File: src/rtl/universal_shift_reg.sv
// Universal shift register: hold, shift, rotate, arithmetic shift, load and clear,
// with a serial-out bit and a frame pulse after every WIDTH shift/rotate operations.
module universal_shift_reg #(
  parameter int WIDTH = 8,
  parameter int CW    = $clog2(WIDTH + 1)
) (
  input  logic             clk,
  input  logic             reset_n,
  input  logic             en_i,
  input  logic [2:0]       mode_i,
  input  logic             ser_lsb_i,
  input  logic             ser_msb_i,
  input  logic [WIDTH-1:0] load_i,
  output logic [WIDTH-1:0] sr_o,
  output logic             ser_o,
  output logic [CW-1:0]    cnt_o,
  output logic             frame_o
);

  localparam logic [2:0] MODE_HOLD  = 3'd0;
  localparam logic [2:0] MODE_SHL   = 3'd1;
  localparam logic [2:0] MODE_SHR   = 3'd2;
  localparam logic [2:0] MODE_ROTL  = 3'd3;
  localparam logic [2:0] MODE_ROTR  = 3'd4;
  localparam logic [2:0] MODE_ASR   = 3'd5;
  localparam logic [2:0] MODE_LOAD  = 3'd6;
  localparam logic [2:0] MODE_CLEAR = 3'd7;

  localparam logic [CW-1:0] CNT_LAST = CW'(WIDTH - 1);

  logic [WIDTH-1:0] r_sr;
  logic             r_ser;
  logic [CW-1:0]    r_cnt;
  logic             r_frame;

  logic [WIDTH-1:0] w_sr_next;
  logic             w_ser_next;
  logic             w_counting;
  logic             w_cnt_clear;

  always_comb begin
    w_sr_next   = r_sr;
    w_ser_next  = r_ser;
    w_counting  = 1'b0;
    w_cnt_clear = 1'b0;
    case (mode_i)
      MODE_HOLD: begin
        w_sr_next = r_sr;
      end
      MODE_SHL: begin
        w_sr_next  = {r_sr[WIDTH-2:0], ser_lsb_i};
        w_ser_next = r_sr[WIDTH-1];
        w_counting = 1'b1;
      end
      MODE_SHR: begin
        w_sr_next  = {ser_msb_i, r_sr[WIDTH-1:1]};
        w_ser_next = r_sr[0];
        w_counting = 1'b1;
      end
      MODE_ROTL: begin
        w_sr_next  = {r_sr[WIDTH-2:0], r_sr[WIDTH-1]};
        w_ser_next = r_sr[WIDTH-1];
        w_counting = 1'b1;
      end
      MODE_ROTR: begin
        w_sr_next  = {r_sr[0], r_sr[WIDTH-1:1]};
        w_ser_next = r_sr[0];
        w_counting = 1'b1;
      end
      MODE_ASR: begin
        w_sr_next  = {r_sr[WIDTH-1], r_sr[WIDTH-1:1]};
        w_ser_next = r_sr[0];
        w_counting = 1'b1;
      end
      MODE_LOAD: begin
        w_sr_next   = load_i;
        w_ser_next  = 1'b0;
        w_cnt_clear = 1'b1;
      end
      MODE_CLEAR: begin
        w_sr_next   = '0;
        w_ser_next  = 1'b0;
        w_cnt_clear = 1'b1;
      end
      default: begin
        w_sr_next = r_sr;
      end
    endcase
  end

  // frame defaults low every cycle so it can only ever be a single-cycle pulse
  always_ff @(posedge clk) begin
    if (!reset_n) begin
      r_sr    <= '0;
      r_ser   <= 1'b0;
      r_cnt   <= '0;
      r_frame <= 1'b0;
    end else begin
      r_frame <= 1'b0;
      if (en_i) begin
        r_sr  <= w_sr_next;
        r_ser <= w_ser_next;
        if (w_cnt_clear) begin
          r_cnt <= '0;
        end else if (w_counting) begin
          if (r_cnt == CNT_LAST) begin
            r_cnt   <= '0;
            r_frame <= 1'b1;
          end else begin
            r_cnt <= r_cnt + CW'(1);
          end
        end
      end
    end
  end

  assign sr_o    = r_sr;
  assign ser_o   = r_ser;
  assign cnt_o   = r_cnt;
  assign frame_o = r_frame;

endmodule
File: config.mk
export PLATFORM = sky130hd
export DESIGN_NAME = universal_shift_reg
export DESIGN_NICKNAME = d
export VERILOG_FILES = /design/src/rtl/universal_shift_reg.sv
export SDC_FILE = /design/constraint.sdc
export NUM_CORES = 1
export LEC_CHECK = 0
export CAP_MARGIN = 10
export CORE_MARGIN = 2
export CORE_UTILIZATION = 64
export DETAILED_ROUTE_END_ITERATION = 16
export DONT_BUFFER_PORTS = 1
export GPL_ROUTABILITY_DRIVEN = 1
export PLACE_DENSITY = 0.87
export SETUP_SLACK_MARGIN = 0.2
export SKIP_CTS_REPAIR_TIMING = 1
export SYNTH_ARGS = -nofsm -noshare
export SYNTH_HDL_FRONTEND = slang
export SYNTH_SLANG_ARGS = --single-unit
File: constraint.sdc
create_clock -name clk -period 3 [get_ports clk]
set_clock_uncertainty 0.2 [all_clocks]
set_input_delay 0.9 -clock clk [delete_from_list [all_inputs] [get_ports clk]]
set_output_delay 0.9 -clock clk [all_outputs]
set_load 0.1 [all_outputs]
## Word level (Yosys, flattened, before mapping)

Cells that the tools add are included.

- Output and inout bits: 14
- Memories: 0
- Logic and storage cells: 39
- Bits in writable memories: 0
- Flip-flop bits (word level): 14
- Input bits: 16
- Bits in latches: 0
- ROM bits: 0

- Multipliers: 0
- Bitwise gates (word level): 5
- Order comparisons: 0
- Eq/ne operators: 8
- Div/mod/pow operators: 0
- $add $sub $neg: 1
- Reductions and logical operators: 12
- Multiplexer cells: 8
- Shifts and indexed selects: 0

Operators with widths:

| kind | count |
|---|---|
| 8-bit case mux with 7 select lines | 1 |
| 3-bit == test (second input constant) | 4 |
| 4-bit 2-to-1 mux | 3 |
| 3-bit by 2-bit == test with 1-bit output (second input constant) | 2 |
| 2-bit AND reduction | 3 |
| 1-bit NOT | 5 |
| 5-bit OR reduction | 1 |
| 4-bit by 1-bit adder with 4-bit output (second input constant) | 1 |
| 4-bit by 3-bit == test with 1-bit output (second input constant) | 1 |
| 2-bit OR reduction | 2 |
| 4-bit OR reduction | 1 |
| 3-bit by 1-bit == test with 1-bit output (second input constant) | 1 |
| 3-bit zero test | 1 |
| 1-bit 2-to-1 mux | 3 |
| 1-bit case mux with 3 select lines | 1 |
| 3-bit AND reduction | 1 |
| 3-bit nonzero test | 1 |
| 3-bit OR reduction | 1 |
| 2-bit nonzero test | 1 |

## Longest topological paths before layout

- Word-level depth: 5
- Gate-level depth with buffers: 6

## Worst setup path before layout

No wires, ideal clock.

- Path kind: reg2out
- From: reg r_cnt[0] (netlist: cnt_o[0])
- To: out cnt_o[0]
- Path slack: 0.915 ns
- Arrival time: 0.985 ns
- Cell stages (with the launch flop): 1
- Path through: dfxtp_1

RTL lines:

| element | RTL line | source |
|---|---|---|
| start: declaration | 33 | `logic [CW-1:0] r_cnt;` |
| start signal: assignment | 110 | `r_cnt <= r_cnt + CW'(1);` |
| end: declaration | 16 | `output logic [CW-1:0] cnt_o,` |

No word-level cell between the ends.

## Final worst setup path

- From: reg r_cnt[0] (netlist: cnt_o[0])
- To: out cnt_o[0]

No word-level cell between the ends.

==> results_dict.tcl <==
set metrics [dict create \
    powerDensity_mw_per_mm2 511.5 \
    worst_ep_arrival_time_ns 1.04 \
    rows 13 \
    post-dp-hpwl_mm 1.355 \
    finalCritPeriodShare 0.7126 \
    p_leak_nw 0.3609 \
    wl_per_cell_um 14.86 \
    seq_area_um2 280.3 \
    synth_edf_count 0 \
    fmax_ghz 0.4678 \
    crit_start "cnt_o[0]$_SDFFE_PN0P_" \
    fin_tns_setup_ns 0 \
    synthCells 100 \
    syn_nets 117 \
    antenna_found_initial 0 \
    cp.buffers_inverters 1 \
    synth-seq-cells 14 \
    insertion_delay_ns 0.28 \
    path_cells "buf_4" \
    drtIter0Drc 18 \
    cp-start-kind "register" \
    hold_class "register to register" \
    ir_drop_mv 0.3263 \
    grt_overflow 0 \
    r2r_slack_ns 1.36 \
    dp_slack_ns 0.8437 \
    htreeDepth 1 \
    cap_violations 0 \
    grt_max_degree 20 \
    die_w_um 40.70 \
    synth_top_cell_area_share 0.3251 \
    critical_path.endpoint "cnt_o[0]" \
    drc 0 \
    place_congestion 0.7946 \
    worstSetupPathType "register to output pin" \
    max_stage_delay_ns 0.43 \
    fin_nets 128 \
    die-area_mm2 0.001656 \
    cts_tree "done" \
    async_reset_ff_frac 0 \
    root_buffer "clkbuf_4" \
    drv_slew 0 \
    reg2reg_to "cnt_o[0]$_SDFFE_PN0P_" \
    crit_fanout 6 \
    io_pins 30 \
    drt-total-wl_mm 1.858 \
    place_inst 121 \
    worstHoldStart "cnt_o[0]$_SDFFE_PN0P_" \
    setup_viol 0 \
    crit_path_end_kind "output pin" \
    yosys.area.top_type "dfxtp_1" \
    synth_area_leaders "dfxtp_1 (33%), a221oi_1 (7.1%), a21oi_1 (7.0%)" \
    final_cell_area_um2 948.4 \
    final.min_clock_period_ns 2.138 \
    status "finished, final reports clean" \
    rsz0062_at_grt "false" \
    io_buffers 0 \
    hold_violations 0 \
    initial_core_util 0.6709 \
    grt_pass1_wl_mm 2.601 \
    yosys_warnings 0 \
    syn_area_per_cell_um2 8.621 \
    netlist_area_um2 862.1 \
    multi_input_area_um2 494.2 \
    grt_pass1_vias 621 \
    min_path_cells 2 \
    placed_cell_area_um2 912.1 \
    reg2reg_from "cnt_o[1]$_SDFFE_PN0P_" \
    die_h_um 40.70 \
    crit_cells 1 \
    coreArea_mm2 0.001285 \
    cts_buffers 3 \
    clkTransAtPathRegs_ns 0.09 \
    cp_slowest_cell "dfxtp_1" \
    clock_path_buffers 2 \
    yosysUniqueCellTypes 33 \
    rr_worst_depth 6 \
    drtPass1Iterations 4 \
    worstMarginPinSlew_ns 0.3782 \
    crit_family "flip-flops" \
    layout_setup_ws_ns 0.8623 \
    required_ns 1.90 \
    grt_usage 0.2395 \
    instances_no_fill 125 \
    nFillCells 95 \
    synthFlopType "dfxtp_1" \
    drtAntennaViolNets 0 \
    clock_sinks 14 \
    relSlewSlack 0.7463 \
    drive_above_1_share 0.2727 \
    diodes 0 \
    num_vias 805 \
    viasPerCell 6.440 \
    ys_seq_area_frac 0.3251 \
    area_growth_pct 10.01 \
]
-- final cells by class --
class	count	share of cell area
timing repair buffer	14	0.1108
clock buffer	4	0.03826
multi-input combinational	75	0.5211
sequential	14	0.2955
inverter	3	0.01451
tap	15	0.01979
-- registers in the layout (all words and copies together) (netlist names) --
name	flops
cnt_o	4
frame_o	1
ser_o	1
sr_o	8
-- kinds of logic (layout without fill, tap and decap cells) --
logic type      Yosys count  in the layout  synth area share
compound gates           45             45            0.3629
fa+ha+maj                 1              1           0.01451
buf+inv                  11             21            0.1016
flops                    14             14            0.3251
mux                       3              3           0.04063
simple gates             26             26            0.1553
-- how the worst min path moves through the flow --
stage	end	slack, ns
2_1_floorplan	cnt_o[1]$_SDFFE_PN0P_	0.71
3_3_place_gp	cnt_o[0]$_SDFFE_PN0P_	0.31
3_5_place_dp	cnt_o[0]$_SDFFE_PN0P_	0.33
4_1_cts	cnt_o[0]$_SDFFE_PN0P_	0.34
5_1_grt	cnt_o[0]$_SDFFE_PN0P_	0.37
6_report	cnt_o[0]$_SDFFE_PN0P_	0.34
-- routing by layer --
metal | wire (um) | global-route usage | share of wire | vias up
li1 | - | - | - | 401
met1 | 830 | 0.3049 | 0.45 | 357
met2 | 827 | 0.3452 | 0.45 | 43
met3 | 179 | 0.09239 | 0.096 | 4
met4 | 21 | 0.1250 | 0.011 | 0
met5 | 0 | 0 | 0 | -
-- power by group --
group	switching, mW	internal, mW
clock	0.0610	0.0739
combinational	0.112	0.0375
sequential	0.00458	0.196
-- metrics by stage --
stage,power [mW],hold slack (ns),utilization
floorplan,0.3465,0.7102,-
finish,0.4851,0.3360,0.7381
CTS,0.4885,0.3388,0.7381
detailed placement,0.3541,0.3263,0.7098
global route,0.5043,0.3680,0.7381
global placement,0.3525,0.3098,0.7098
-- Yosys cell counts, types with 2 or more instances --
cell type	number
dfxtp_1	14
a21oi_1	12
nand2_1	11
o21ai_0	8
a221oi_1	7
a21oi_2	6
buf_6	5
nand3_1	3
nor2_1	3
o21ai_1	3
buf_2	2
inv_1	2
mux2i_1	2
nand2b_1	2
o221ai_1	2
-- cell usage in the layout, fill, tap and decap left out --
| cell type | instances |
|---|---|
| nand2b_1 | 2 |
| o31a_1 | 1 |
| o31ai_2 | 1 |
| o221ai_1 | 2 |
| a221oi_1 | 7 |
| o21ai_0 | 8 |
| clkbuf_4 | 3 |
| nand2_2 | 1 |
| a21oi_1 | 12 |
| nor4_1 | 1 |
| o211a_1 | 1 |
| nand4b_1 | 1 |
| o41a_1 | 1 |
| a32oi_1 | 1 |
| ha_1 | 1 |
| or2_1 | 1 |
| nand2_1 | 11 |
| inv_4 | 1 |
| a31oi_1 | 1 |
| mux2i_1 | 2 |
| or3_1 | 1 |
| nor2_4 | 1 |
| o21ai_1 | 3 |
| o311ai_1 | 1 |
| nor2_1 | 3 |
| dfxtp_1 | 14 |
| a21oi_2 | 6 |
| buf_4 | 14 |
| mux2_4 | 1 |
| nand3_1 | 3 |
| nor2b_2 | 1 |
| inv_1 | 2 |
| clkbuf_8 | 1 |
Note: power is estimated with default switching activity, not from simulation.
